[config.mk]
export PLATFORM = sky130hd
export DESIGN_NAME = picosoc_bus_fabric
export DESIGN_NICKNAME = d
export VERILOG_FILES = /design/src/rtl/picosoc_bus_fabric.sv
export SDC_FILE = /design/constraint.sdc
export NUM_CORES = 1
export LEC_CHECK = 0
export BUFFER_PORTS_ARGS = -buffer_cell sky130_fd_sc_hd__buf_2
export CAP_MARGIN = 20
export CORE_AREA = 2 2 153 155
export DETAILED_ROUTE_END_ITERATION = 8
export DIE_AREA = 0 0 155 157
export PLACE_DENSITY = 0.59
export SLEW_MARGIN = 20
export SYNTH_ARGS = -nofsm -noshare
export SYNTH_HDL_FRONTEND = slang
export SYNTH_SLANG_ARGS = --single-unit
[constraint.sdc]
create_clock -name clk -period 4.1 [get_ports clk]
set_clock_uncertainty 0.15 [all_clocks]
set_input_delay 0.41 -clock clk [delete_from_list [all_inputs] [get_ports clk]]
set_output_delay 0.41 -clock clk [all_outputs]
set_load 0.02 [all_outputs]
[src/rtl/picosoc_bus_fabric.sv]
// PicoRV32 native-bus fabric: decodes CPU requests to RAM, SPI flash, MMIO slaves or the
// internal GPIO block, answers through a registered IDLE/EXT/RESP FSM with a hang watchdog.
module picosoc_bus_fabric #(
    parameter int unsigned MEM_WORDS = 512,
    parameter int unsigned GPIO_W    = 16,
    parameter int unsigned NSLV      = 4,
    parameter logic [31:0] SLV_BASE  = 32'h0200_0000,
    parameter logic [31:0] SLV_SPAN  = 32'h0000_0100,
    parameter int unsigned TIMEOUT   = 255,
    parameter logic [31:0] ERR_DATA  = 32'hDEAD_BEEF
) (
    input  logic                 clk,
    input  logic                 resetn,
    input  logic                 mem_valid,
    input  logic                 mem_instr,
    output logic                 mem_ready,
    input  logic [31:0]          mem_addr,
    input  logic [31:0]          mem_wdata,
    input  logic [3:0]           mem_wstrb,
    output logic [31:0]          mem_rdata,
    input  logic [31:0]          ram_rdata,
    output logic [3:0]           ram_gwenb,
    output logic [31:0]          ram_wenb,
    output logic                 spimem_valid,
    input  logic                 spimem_ready,
    input  logic [31:0]          spimem_rdata,
    output logic [NSLV-1:0]      slv_valid,
    input  logic [NSLV-1:0]      slv_ready,
    input  logic [32*NSLV-1:0]   slv_rdata,
    input  logic [GPIO_W-1:0]    gpio_in,
    output logic [GPIO_W-1:0]    gpio_out,
    output logic [GPIO_W-1:0]    gpio_oeb,
    output logic                 bus_err
);
    localparam logic [31:0] RAM_TOP = 32'(4 * MEM_WORDS);
    localparam int SLV_IW = (NSLV > 1) ? $clog2(NSLV) : 1;
    localparam int CW     = (TIMEOUT > 1) ? $clog2(TIMEOUT) : 1;

    typedef enum logic [1:0] {S_IDLE, S_EXT, S_RESP} state_e;
    typedef enum logic [1:0] {T_RAM, T_FLASH, T_SLV, T_LAT} tgt_e;

    state_e              state_q, state_d;
    tgt_e                tgt_q, tgt_d;
    logic [SLV_IW-1:0]   sidx_q, sidx_d;
    logic [31:0]         rdata_q, rdata_d;
    logic [CW-1:0]       cnt_q, cnt_d;
    logic [GPIO_W-1:0]   data_q, data_d, oe_q, oe_d, sync1_q, sync2_q;
    logic                bus_err_q, bus_err_d;

    logic                hit_ram, hit_flash, hit_slv, in_io, hit_reg, req_err;
    logic [SLV_IW-1:0]   slv_sel;
    logic [31:0]         reg_rdata, wmask;
    logic                reg_we, err_set, sts_clr;
    logic                ext_ready;
    logic [31:0]         ext_rdata;

    always_comb begin
        hit_ram   = mem_addr < RAM_TOP;
        hit_flash = (mem_addr >= RAM_TOP) && (mem_addr < SLV_BASE);
        hit_slv   = 1'b0;
        slv_sel   = '0;
        for (int i = 0; i < NSLV; i++) begin
            if (mem_addr >= SLV_BASE + 32'(i) * SLV_SPAN &&
                mem_addr <  SLV_BASE + 32'(i + 1) * SLV_SPAN) begin
                hit_slv = 1'b1;
                slv_sel = SLV_IW'(i);
            end
        end
        in_io   = mem_addr[31:24] == 8'h03;
        hit_reg = in_io && (mem_addr[23:4] == 20'd0) && (mem_addr[1:0] == 2'd0);
        // fetches never target peripheral space; anything outside the decoded windows is an error
        req_err = (mem_instr && (in_io || hit_slv)) || !(hit_flash || hit_slv || hit_reg);
    end

    always_comb begin
        case (mem_addr[3:2])
            2'd0:    reg_rdata = 32'(data_q);
            2'd1:    reg_rdata = 32'(oe_q);
            2'd2:    reg_rdata = 32'(sync2_q);
            default: reg_rdata = {31'd0, bus_err_q};
        endcase
        wmask   = {{8{mem_wstrb[3]}}, {8{mem_wstrb[2]}}, {8{mem_wstrb[1]}}, {8{mem_wstrb[0]}}};
        reg_we  = (state_q == S_IDLE) && mem_valid && !hit_ram && hit_reg && !mem_instr &&
                  (mem_wstrb != 4'd0);
        data_d  = data_q;
        oe_d    = oe_q;
        if (reg_we && mem_addr[3:2] == 2'd0)
            data_d = GPIO_W'((32'(data_q) & ~wmask) | (mem_wdata & wmask));
        if (reg_we && mem_addr[3:2] == 2'd1)
            oe_d = GPIO_W'((32'(oe_q) & ~wmask) | (mem_wdata & wmask));
        sts_clr = reg_we && (mem_addr[3:2] == 2'd3) && mem_wstrb[0] && mem_wdata[0];
    end

    always_comb begin
        ext_ready = (tgt_q == T_FLASH) ? spimem_ready : slv_ready[sidx_q];
        ext_rdata = (tgt_q == T_FLASH) ? spimem_rdata : slv_rdata[32*sidx_q +: 32];
    end

    always_comb begin
        state_d = state_q;
        tgt_d   = tgt_q;
        sidx_d  = sidx_q;
        rdata_d = rdata_q;
        cnt_d   = cnt_q;
        err_set = 1'b0;
        case (state_q)
            S_IDLE: begin
                if (mem_valid) begin
                    if (hit_ram) begin
                        tgt_d   = T_RAM;
                        state_d = S_RESP;
                    end else if (req_err) begin
                        tgt_d   = T_LAT;
                        rdata_d = ERR_DATA;
                        err_set = 1'b1;
                        state_d = S_RESP;
                    end else if (hit_reg) begin
                        tgt_d   = T_LAT;
                        rdata_d = reg_rdata;
                        state_d = S_RESP;
                    end else begin
                        tgt_d   = hit_flash ? T_FLASH : T_SLV;
                        sidx_d  = slv_sel;
                        cnt_d   = '0;
                        state_d = S_EXT;
                    end
                end
            end
            S_EXT: begin
                if (ext_ready) begin
                    tgt_d   = T_LAT;
                    rdata_d = ext_rdata;
                    state_d = S_RESP;
                end else if (TIMEOUT > 0 && cnt_q == CW'(TIMEOUT - 1)) begin
                    tgt_d   = T_LAT;
                    rdata_d = ERR_DATA;
                    err_set = 1'b1;
                    state_d = S_RESP;
                end else begin
                    cnt_d = cnt_q + CW'(1);
                end
            end
            S_RESP:  state_d = S_IDLE;
            default: state_d = S_IDLE;
        endcase
        // a new error outranks a simultaneous write-1-clear
        bus_err_d = err_set ? 1'b1 : (sts_clr ? 1'b0 : bus_err_q);
    end

    always_ff @(posedge clk) begin
        if (!resetn) begin
            state_q   <= S_IDLE;
            tgt_q     <= T_RAM;
            data_q    <= '0;
            oe_q      <= '0;
            sync1_q   <= '0;
            sync2_q   <= '0;
            bus_err_q <= 1'b0;
        end else begin
            state_q   <= state_d;
            tgt_q     <= tgt_d;
            data_q    <= data_d;
            oe_q      <= oe_d;
            sync1_q   <= gpio_in;
            sync2_q   <= sync1_q;
            bus_err_q <= bus_err_d;
        end
    end

    always_ff @(posedge clk) begin
        sidx_q  <= sidx_d;
        rdata_q <= rdata_d;
        cnt_q   <= cnt_d;
    end

    // outputs are gated by resetn so an in-flight access is dropped as soon as reset asserts
    always_comb begin
        mem_ready    = resetn && (state_q == S_RESP);
        mem_rdata    = '0;
        if (mem_ready)
            mem_rdata = (tgt_q == T_RAM) ? ram_rdata : rdata_q;
        ram_gwenb    = 4'hF;
        if (resetn && state_q == S_IDLE && mem_valid && hit_ram)
            ram_gwenb = ~mem_wstrb;
        ram_wenb     = {{8{ram_gwenb[3]}}, {8{ram_gwenb[2]}}, {8{ram_gwenb[1]}}, {8{ram_gwenb[0]}}};
        spimem_valid = resetn && (state_q == S_EXT) && (tgt_q == T_FLASH);
        slv_valid    = '0;
        if (resetn && state_q == S_EXT && tgt_q == T_SLV)
            slv_valid[sidx_q] = 1'b1;
    end

    assign gpio_out = data_q;
    assign gpio_oeb = ~oe_q;
    assign bus_err  = bus_err_q;
endmodule
==> out/metrics.csv <==
metric,value,unit
Bufs on Longest Clock Path,2,
Yosys reg bits,111,
maxcap violations,0,
Max VDD drop,0.000207,V
WS Path Type,input pin to primary output,
status,"complete, no violations",
CTS sink cnt,111,
Vias,6247,
WHS,0.0974,ns
max frequency,0.335,GHz
Num CTS Buffers,9,
gpl congestion,0.823,
port bufs,375,
Tmin final,2.98,ns
RSZ-0062 raised after global routing,false,
Row Count,55,
Final Util,38.8,%
Crit. End Element,primary output,
CP max FO,9,
max_slew headroom,40.7,%
setup repair bufs after CTS,0,
Final ANT Viol Nets,0,
Global Route Usage Sum,18.3,%
mapped cell area,6480,um2
first-pass GRT wire length,33.6,mm
Leakage,3.85,nW
Gate Count Post-Synth,689,
most used flip-flop cell after synthesis,dfxtp_1,
Synth warnings,0,
initial antenna violation count,5,
syn nets,976,
chip height,157,um
final net count,1296,
WP data arrival,2.42,ns
register area share after synthesis,40.8,%
post-place setup slack,0.833,ns
number of global-route vias before repair,5932,
GRT overflow,0,
core area,22500,um2
Avg Vias per Cell,4.80,
"CTS clk-pin slew, worst paths",0.08,ns
Clock Latency Late Sink,0.36,ns
I/O Pins,392,
worst slew pin tran,0.887,ns
crit share post-route,72.8,%
drt total wl,23.3,mm
startpoint type of the worst setup path,input pin,
total power,2.46,mW
Resize count post-CTS,0,
Root Buffer,clkbuf_16,
largest net degree at the start of global routing,40,
ys async rst share,0,%
# fillers,2320,
share of layout cells above drive strength 1,44.9,%
die width,155,um
wire per inst,17.9,um
# hold bufs at CTS,0,
pwr/cell area,282,nW/um2
H-tree levels,3,
number of synthesized flops with an enable pin,42,
area grow syn2layout,34.5,%
setup ws final,1.12,ns
Final setup viols,0,
DRC,0,
Starting DRT DRC Count,340,
Max Slew Vio Count,0,
DIE AREA,24300,um2
Post-DP HPWL,18.2,mm
DR pass1 iterations,5,
Setup TNS Final,0,ns
Worst Hold Class,input pin to flop,
Starting Density,28.8,%
CTS tree,yes,
Yosys cell types,50,
CP required,3.54,ns
Final Hold Fails,0,
Syn Area/Cell,9.41,um2
## logic make-up (layout without fill, tap and decap cells)
logic type | after synthesis | after routing | synth area share, %
flops | 111 | 111 | 40.8
xor+xnor | 4 | 4 | 0.540
mux | 85 | 85 | 19.5
other cells | 0 | 3 | 0
buf+inv | 99 | 424 | 7.76
fa+ha+maj | 2 | 2 | 0.386
simple gates | 289 | 289 | 21.7
compound gates | 99 | 99 | 9.38
## placed cells by master (no fill, tap or decap), types with 20 or more instances in the layout
cell type	n
a21oi_1	54
and2_1	35
buf_2	375
dfxtp_1	69
edfxtp_1	42
inv_1	20
mux2i_1	51
mux4_2	33
nand2_1	137
nor2_1	59
## metrics by stage
step,instance area [um2],std cells
4_1_cts,8710,1299
3_5_place_dp,8390,1283
3_3_place_gp,8390,1283
5_1_grt,8720,1301
2_1_floorplan,6480,689
6_report,8720,1302
## routing by layer
| metal | global-route usage (%) | routed length [um] | part of all wire [%] | up-vias |
|---|---|---|---|---|
| met5 | 0 | 27 | 0.12 | - |
| met4 | 5.47 | 405 | 1.7 | 4 |
| met3 | 4.46 | 1760 | 7.5 | 25 |
| met2 | 31.2 | 11200 | 48 | 278 |
| met1 | 23.0 | 9930 | 43 | 2897 |
| li1 | - | - | - | 3043 |
## cell type report
type | instances | area (um2) | share of cell area [%]
diodes | 3 | 7.51 | 0.0861
clock buffers | 9 | 225 | 2.58
clock inverters | 7 | 88.8 | 1.02
inverters | 21 | 78.8 | 0.904
multi-input cells | 479 | 3350 | 38.5
flip-flops and latches | 111 | 2640 | 30.3
well taps | 285 | 357 | 4.09
repair buffers | 387 | 1970 | 22.6
## synthesized netlist by cell type, types with 5 or more instances
library cell | count | area [um2]
nand2_1 | 137 | 514
or3_1 | 5 | 31.3
o21ai_0 | 6 | 30.0
buf_4 | 32 | 240
a21oi_1 | 54 | 270
nand3_1 | 7 | 35.0
and2_1 | 35 | 219
nor3_1 | 6 | 30.0
mux4_2 | 33 | 743
a32oi_1 | 14 | 123
dfxtp_1 | 69 | 1380
inv_1 | 20 | 75.1
mux2i_1 | 51 | 510
nor2_1 | 61 | 229
clkbuf_1 | 39 | 146
a31oi_1 | 14 | 87.6
edfxtp_1 | 42 | 1260
## final timing paths
check | from | endpoint | slack [ns] | cells after the start
max reg2reg | tgt_q[0] | rdata_q[21] | 1.12 | 5
min | gpio_in[5] | sync1_q[5] | 0.1 | 2
min reg2reg | sync1_q[8] | sync2_q[8] | 0.29 | 1
max | mem_addr[23] | ram_wenb[26] | 1.12 | 7
## where the power goes
group,leakage [nW],internal (mW),switching [mW]
sequential,0.917,1.16,0.0106
clock,0.152,0.439,0.461
combinational,2.78,0.181,0.204
total,3.85,1.79,0.675
## critical path, stage by stage
cell and delay, ns:
buf_2 0.11, or4_1 0.57, or2_2 0.34, nor3_1 0.25, and3_1 0.31, nand2_1 0.21, buf_2 0.22
No activity file was read; power rests on OpenSTA's default activity.
